**src/rtl/ooo_types.sv**
```systemverilog
// Shared types for the out-of-order back end: renamed instruction and RS entry layouts.
// Field widths are fixed here so every stage agrees on tag and payload sizes.
package ooo_types;

  localparam int PHYS_REG_BITS = 7;
  localparam int ARCH_REG_BITS = 5;
  localparam int ROB_TAG_BITS  = 5;
  localparam int XLEN          = 32;

  typedef struct packed {
    logic                     valid;
    logic [XLEN-1:0]          pc;
    logic [PHYS_REG_BITS-1:0] prs1;
    logic [PHYS_REG_BITS-1:0] prs2;
    logic [PHYS_REG_BITS-1:0] prd;
    logic [PHYS_REG_BITS-1:0] prd_old;
    logic [ARCH_REG_BITS-1:0] ard;
    logic [XLEN-1:0]          immediate;
    logic [3:0]               alu_op;
    logic [1:0]               fu_type;
    logic                     alu_src;
    logic                     mem_read;
    logic                     mem_write;
    logic                     reg_write;
    logic                     is_branch;
    logic [ROB_TAG_BITS-1:0]  rob_tag;
  } renamed_instr_t;

  typedef struct packed {
    logic                     valid;
    logic                     prs1_ready;
    logic                     prs2_ready;
    logic [XLEN-1:0]          pc;
    logic [PHYS_REG_BITS-1:0] prs1;
    logic [PHYS_REG_BITS-1:0] prs2;
    logic [PHYS_REG_BITS-1:0] prd;
    logic [PHYS_REG_BITS-1:0] prd_old;
    logic [ARCH_REG_BITS-1:0] ard;
    logic [XLEN-1:0]          immediate;
    logic [3:0]               alu_op;
    logic [1:0]               fu_type;
    logic                     alu_src;
    logic                     mem_read;
    logic                     mem_write;
    logic                     reg_write;
    logic                     is_branch;
    logic [ROB_TAG_BITS-1:0]  rob_tag;
  } rs_entry_t;

endpackage

```
**src/rtl/ooo_reservation_station_if.sv**
```systemverilog
// Dispatch / issue / wakeup bundle of the reservation station.
// master = surrounding pipeline, slave = the reservation station itself.
interface ooo_reservation_station_if #(
  parameter int RS_SIZE = 8,
  parameter int IDX_W   = $clog2(RS_SIZE)
);
  import ooo_types::*;

  logic                     dispatch_en;
  renamed_instr_t           dispatch_instr;
  logic                     full;
  logic [IDX_W-1:0]         alloc_idx;
  logic                     alloc_valid;
  logic                     issue_en;
  rs_entry_t                issue_entry;
  logic [IDX_W-1:0]         issue_idx;
  logic                     eu_ready;
  logic                     wb_en;
  logic [PHYS_REG_BITS-1:0] wb_prd;
  logic                     flush;

  modport master (
    output dispatch_en, dispatch_instr, eu_ready, wb_en, wb_prd, flush,
    input  full, alloc_idx, alloc_valid, issue_en, issue_entry, issue_idx
  );

  modport slave (
    input  dispatch_en, dispatch_instr, eu_ready, wb_en, wb_prd, flush,
    output full, alloc_idx, alloc_valid, issue_en, issue_entry, issue_idx
  );

endinterface

```
**src/rtl/ooo_reservation_station.sv**
```systemverilog
// Out-of-order issue queue: lowest free slot allocates, lowest ready slot issues one per cycle.
// Issue is registered (dispatch-to-issue two edges); upstream stalls on full, eu_ready low holds entries.
module ooo_reservation_station #(
  parameter int RS_SIZE = 8,
  parameter int IDX_W   = $clog2(RS_SIZE)
) (
  input logic                      clk,
  input logic                      rst,
  ooo_reservation_station_if.slave rs
);
  import ooo_types::*;

  rs_entry_t            entries [RS_SIZE];
  logic [RS_SIZE-1:0]   valid_vec;
  logic [RS_SIZE-1:0]   ready_vec;
  logic [IDX_W-1:0]     alloc_idx;
  logic                 alloc_valid;
  logic [IDX_W-1:0]     sel_idx;
  logic                 sel_found;
  logic                 do_dispatch;
  logic                 do_issue;
  rs_entry_t            new_entry;
  rs_entry_t            issue_entry_q;
  logic [IDX_W-1:0]     issue_idx_q;
  logic                 issue_en_q;
  logic                 unused_instr_valid;

  assign unused_instr_valid = rs.dispatch_instr.valid;

  always_comb begin
    for (int i = 0; i < RS_SIZE; i++) begin
      valid_vec[i] = entries[i].valid;
      ready_vec[i] = entries[i].valid && entries[i].prs1_ready && entries[i].prs2_ready;
    end
  end

  // Priority encoders: scanning downward leaves the lowest matching index.
  always_comb begin
    alloc_idx   = '0;
    alloc_valid = 1'b0;
    for (int i = RS_SIZE - 1; i >= 0; i--) begin
      if (!valid_vec[i]) begin
        alloc_idx   = IDX_W'(i);
        alloc_valid = 1'b1;
      end
    end
  end

  always_comb begin
    sel_idx   = '0;
    sel_found = 1'b0;
    for (int i = RS_SIZE - 1; i >= 0; i--) begin
      if (ready_vec[i]) begin
        sel_idx   = IDX_W'(i);
        sel_found = 1'b1;
      end
    end
  end

  assign do_dispatch = rs.dispatch_en && alloc_valid && !rs.flush;
  assign do_issue    = rs.eu_ready && sel_found && !rs.flush;

  // No busy table feeds this block, so operands arrive ready; a same-edge wakeup is folded in anyway.
  always_comb begin
    new_entry            = '0;
    new_entry.valid      = 1'b1;
    new_entry.prs1_ready = 1'b1 | (rs.wb_en && (rs.dispatch_instr.prs1 == rs.wb_prd));
    new_entry.prs2_ready = 1'b1 | (rs.wb_en && (rs.dispatch_instr.prs2 == rs.wb_prd));
    new_entry.pc         = rs.dispatch_instr.pc;
    new_entry.prs1       = rs.dispatch_instr.prs1;
    new_entry.prs2       = rs.dispatch_instr.prs2;
    new_entry.prd        = rs.dispatch_instr.prd;
    new_entry.prd_old    = rs.dispatch_instr.prd_old;
    new_entry.ard        = rs.dispatch_instr.ard;
    new_entry.immediate  = rs.dispatch_instr.immediate;
    new_entry.alu_op     = rs.dispatch_instr.alu_op;
    new_entry.fu_type    = rs.dispatch_instr.fu_type;
    new_entry.alu_src    = rs.dispatch_instr.alu_src;
    new_entry.mem_read   = rs.dispatch_instr.mem_read;
    new_entry.mem_write  = rs.dispatch_instr.mem_write;
    new_entry.reg_write  = rs.dispatch_instr.reg_write;
    new_entry.is_branch  = rs.dispatch_instr.is_branch;
    new_entry.rob_tag    = rs.dispatch_instr.rob_tag;
  end

  always_ff @(posedge clk or posedge rst) begin
    if (rst) begin
      for (int i = 0; i < RS_SIZE; i++) begin
        entries[i] <= '0;
      end
    end else if (rs.flush) begin
      for (int i = 0; i < RS_SIZE; i++) begin
        entries[i].valid <= 1'b0;
      end
    end else begin
      for (int i = 0; i < RS_SIZE; i++) begin
        if (rs.wb_en && entries[i].valid && (entries[i].prs1 == rs.wb_prd)) begin
          entries[i].prs1_ready <= 1'b1;
        end
        if (rs.wb_en && entries[i].valid && (entries[i].prs2 == rs.wb_prd)) begin
          entries[i].prs2_ready <= 1'b1;
        end
      end
      if (do_issue) begin
        entries[sel_idx].valid <= 1'b0;
      end
      // alloc_idx is a free slot and sel_idx a valid one, so these never collide.
      if (do_dispatch) begin
        entries[alloc_idx] <= new_entry;
      end
    end
  end

  always_ff @(posedge clk or posedge rst) begin
    if (rst) begin
      issue_en_q    <= 1'b0;
      issue_idx_q   <= '0;
      issue_entry_q <= '0;
    end else if (do_issue) begin
      issue_en_q    <= 1'b1;
      issue_idx_q   <= sel_idx;
      issue_entry_q <= entries[sel_idx];
    end else begin
      issue_en_q    <= 1'b0;
    end
  end

  assign rs.full        = !alloc_valid;
  assign rs.alloc_valid = alloc_valid;
  assign rs.alloc_idx   = alloc_idx;
  assign rs.issue_en    = issue_en_q;
  assign rs.issue_idx   = issue_idx_q;
  assign rs.issue_entry = issue_entry_q;

endmodule

```
**src/flat_wrapper.sv**
```systemverilog
// flat-port wrapper written by rule: the top's interface ports become plain ports
module ooo_reservation_station_flat import ooo_types::*;
#(
  parameter int RS_SIZE = 8,
  parameter int IDX_W   = $clog2(RS_SIZE)
)
  (clk, rst, rs_dispatch_en, rs_dispatch_instr, rs_eu_ready, rs_wb_en, rs_wb_prd, rs_flush, rs_full, rs_alloc_idx, rs_alloc_valid, rs_issue_en, rs_issue_entry, rs_issue_idx);
  ooo_reservation_station_if #(.RS_SIZE(RS_SIZE), .IDX_W(IDX_W)) rs_i ();
  input logic clk;
  input logic rst;
  input wire logic [$bits(rs_i.dispatch_en)-1:0] rs_dispatch_en;
  input wire logic [$bits(rs_i.dispatch_instr)-1:0] rs_dispatch_instr;
  input wire logic [$bits(rs_i.eu_ready)-1:0] rs_eu_ready;
  input wire logic [$bits(rs_i.wb_en)-1:0] rs_wb_en;
  input wire logic [$bits(rs_i.wb_prd)-1:0] rs_wb_prd;
  input wire logic [$bits(rs_i.flush)-1:0] rs_flush;
  output wire logic [$bits(rs_i.full)-1:0] rs_full;
  output wire logic [$bits(rs_i.alloc_idx)-1:0] rs_alloc_idx;
  output wire logic [$bits(rs_i.alloc_valid)-1:0] rs_alloc_valid;
  output wire logic [$bits(rs_i.issue_en)-1:0] rs_issue_en;
  output wire logic [$bits(rs_i.issue_entry)-1:0] rs_issue_entry;
  output wire logic [$bits(rs_i.issue_idx)-1:0] rs_issue_idx;
  assign rs_i.dispatch_en = rs_dispatch_en;
  assign rs_i.dispatch_instr = rs_dispatch_instr;
  assign rs_i.eu_ready = rs_eu_ready;
  assign rs_i.wb_en = rs_wb_en;
  assign rs_i.wb_prd = rs_wb_prd;
  assign rs_i.flush = rs_flush;
  assign rs_full = rs_i.full;
  assign rs_alloc_idx = rs_i.alloc_idx;
  assign rs_alloc_valid = rs_i.alloc_valid;
  assign rs_issue_en = rs_i.issue_en;
  assign rs_issue_entry = rs_i.issue_entry;
  assign rs_issue_idx = rs_i.issue_idx;
  ooo_reservation_station #(.RS_SIZE(RS_SIZE), .IDX_W(IDX_W)) u_core (.clk(clk), .rst(rst), .rs(rs_i));
endmodule
```
**config.mk**
```make
export PLATFORM = sky130hd
export DESIGN_NAME = ooo_reservation_station_flat
export DESIGN_NICKNAME = d
export VERILOG_FILES = /design/src/rtl/ooo_types.sv /design/src/rtl/ooo_reservation_station_if.sv /design/src/rtl/ooo_reservation_station.sv /design/src/flat_wrapper.sv
export SDC_FILE = /design/constraint.sdc
export NUM_CORES = 2
export LEC_CHECK = 0
export ABC_CLOCK_PERIOD_IN_PS = 87100
export CAP_MARGIN = 10
export CELL_PAD_IN_SITES_DETAIL_PLACEMENT = 2
export CELL_PAD_IN_SITES_GLOBAL_PLACEMENT = 2
export CORE_ASPECT_RATIO = 0.8
export CORE_MARGIN = 1
export CORE_UTILIZATION = 45
export DETAILED_ROUTE_END_ITERATION = 7
export PLACE_DENSITY_LB_ADDON = 0.1
export SYNTH_ARGS = -nofsm -noshare
export SYNTH_HDL_FRONTEND = slang
export SYNTH_SLANG_ARGS = --single-unit
export TNS_END_PERCENT = 20
```
**constraint.sdc**
```tcl
create_clock -name clk -period 87.1 [get_ports clk]
set_clock_uncertainty 0.2 [all_clocks]
set_input_delay 26.13 -clock clk [delete_from_list [all_inputs] [get_ports clk]]
set_output_delay 26.13 -clock clk [all_outputs]
set_load 0.05 [all_outputs]
```
==> flow_summary.toml <==
[run_status]
status = "complete, no violations"

[setup_path]
cp.arrival_ns = 31.29
start_kind = "input pin"
end_kind = "async pin"
crit_top_cell = "buf_4"
cp_data_required_time_ns = 87.56
critical_path.slowest_cell = "buf_4"
setup.worst_path.class = "input pin to async pin"
critical_path.cell_chain = "clkdlybuf4s50_1, inv_8, buf_4, buf_4, buf_4, buf_4"
cpPeakStageDelay_ns = 0.98
path_max_fanout = 128

[sta]
setup_viol = 0
period_needed_ns = 30.83
fin_crit_sh_pct = 35.4
fmax_mhz = 32.4
fin_setup_tns_ns = 0
tightest_slew_ns = 1.19
rsz0062_at_grt = "false"
finalMaxSlewViolations = 0
finalHoldViolCount = 0
slew_headroom_pct = 20.4

[power]
max-vdd-ir-drop_v = 0.0000143
powerDensity_nw_per_um2 = 25.2
finalPower_mw = 1.36
leakage_nw = 24.2

[job]
cap_violations = 0

[route]
vias = 33000
drc = 0
wl_per_cell_um = 30.7
viasPerCell = 6.21
first_iter_violations = 1962
dr.pass1.iters = 5
wl_um = 163000
ant_nets = 0

[layout]
multiInputGateArea_um2 = 19200
final_common_cell = "dfrtp_1"
syn_to_final_growth_pct = 15.6
seqCellArea_um2 = 26200
most-common-layout-cells = "1,048 x dfrtp_1, 899 x mux2_2, 250 x clkdlybuf4s50_1, 180 x nand2_1, 171 x nor2_1"
fin_area_um2 = 54000
nFillCells = 9626
fin_cells = 5320
fin_util_pct = 52.6
final_nets = 3959
drive_above_1_share_pct = 29.8

[clocking]
clock_latency_ns = 0.71
cts.sinks = 1048
cts_tree = "yes"
cts_setup_buffers = 0
cts-root-buf = "clkbuf_16"
cts_resized = 0
cts_made_buffers = 111
clk_pin_slew_ns = 0.06
postCtsHoldBufs = 0
htree_levels = 3
cts_buffer_depth = 3

[floorplan]
io_pins = 252
core_um2 = 103000
start_util_pct = 45.5
rows = 105
die_x_um = 362
die_area_um2 = 105000
fp.dieH_um = 290

[synthesis]
synth_seq_cells = 1048
yosys.area_share.simple_pct = 6.78
yosys_warnings = 0
seq_area_frac_synth_pct = 56.1
synth_top_family_by_area = "multiplexers"
synth_fp_nets = 3839
avgSynthCellArea_um2 = 12.6
netlist.area_leader.share_pct = 56.1
ys_top_cells_by_area = "dfrtp_1 56%, mux2_2 22%, a21oi_1 1.7%"
yosysUniqueCellTypes = 50
synth_compound_area_share_pct = 10.1
yosys.area.top_type = "dfrtp_1"
syn-cell-area_um2 = 46700
synth_xor_area_share_pct = 2.10
synthCells = 3712
muxShareOfSynthArea_pct = 21.8
synthAdderAreaFrac_pct = 0

[placement]
placed_area_um2 = 50200
gp_congestion = 0.806
hpwl_um = 89600
numPlacedInstances = 5110
io_buffers = 250

[global_route]
grt_first_pass_wirelength_um = 250000
grt_pass1_vias = 38200
grt_overflow = 0
antenna_found_initial = 19
grtUsageTotal_pct = 31.3
grt_max_degree = 172

[min_path]
hp-class = "flop to flop"
==> Yosys cell counts, drive strengths merged <==
cell type and count:
mux2 904, nor2 176, nor3b 2, or2 3
a22o 87, dfrtp 1048, nand4 7, and3 3
xnor2 20, a211oi 75, o32ai 12, a21boi 2
a22oi 87, a221oi 87, a31oi 13, nand2b 5
o211a 3, nand2 185, o21bai 14, or3 2
nor2b 2, o21ai 7, nor3 129, clkbuf 143
inv 6, a21oi 163, nor4b 1, a32o 52
o211ai 2, nand3 156, buf 162, xor2 92
o31ai 30, nor4 28, and2 4
==> area by class of cell <==
type	instances	area share (%)
Antenna cell	9	0.0417
Sequential cell	1048	48.5
Multi-Input combinational cell	2353	35.5
Timing Repair Buffer	312	5.59
Inverter	6	0.0602
Tap cell	1391	3.22
Clock buffer	166	6.16
Clock inverter	35	0.871
==> metal layers <==
metal	vias up	routed length [um]	global-route usage (%)
li1	13900	-	-
met1	18200	71300	41.6
met2	732	81300	52.8
met3	274	6670	4.66
met4	18	4100	9.66
met5	-	106	0
==> per-stage QoR <==
| stage | hold slack [ns] | setup WS [ns] |
|---|---|---|
| floorplan | 0.231 | 31.27 |
| global placement | 0.249 | 55.74 |
| detailed placement | 0.264 | 55.43 |
| CTS | 0.283 | 56.15 |
| global route | 0.309 | 55.68 |
| finish | 0.284 | 56.27 |
==> flip-flops by register name, summed over array words and instances (netlist names) <==
register / flops
u_core.rs.issue_en: 1
u_core.rs.issue_entry: 116
u_core.rs.issue_idx: 3
u_core.entries: 928
==> final timing paths <==
check	from	end	slack, ns	cells after the start
setup / recovery	rst	u_core.entries[330]	56.27	6
hold / removal	u_core.rs.issue_entry[114]	u_core.rs.issue_entry[114]	0.28	1
setup reg to reg	u_core.entries[927]	u_core.rs.issue_entry[52]	82.23	9
hold reg to reg	u_core.rs.issue_entry[114]	u_core.rs.issue_entry[114]	0.28	1
max in group clk	rs_flush	u_core.entries[405]	57.10	8
min in group asynchronous	rst	u_core.rs.issue_entry[33]	25.75	2
==> power breakdown <==
| group | total (mW) | switching (mW) | internal, mW |
|---|---|---|---|
| logic | 0.277 | 0.173 | 0.104 |
| registers | 0.588 | 0.0436 | 0.544 |
| clock network | 0.498 | 0.206 | 0.292 |
==> cell families after synthesis <==
group                  after synthesis
flip-flops                        1048
multiplexers                       904
AND/OR/NAND/NOR                    703
AO/OA/AOI/OAI                      634
buffers and inverters              311
XOR/XNOR                           112
==> worst max-delay path: cells and delay by family <==
| kind | cells | cell delay (ns) |
|---|---|---|
| buffers and inverters | 6 | 4.76 |
Note: power is estimated with default switching activity, not from simulation.
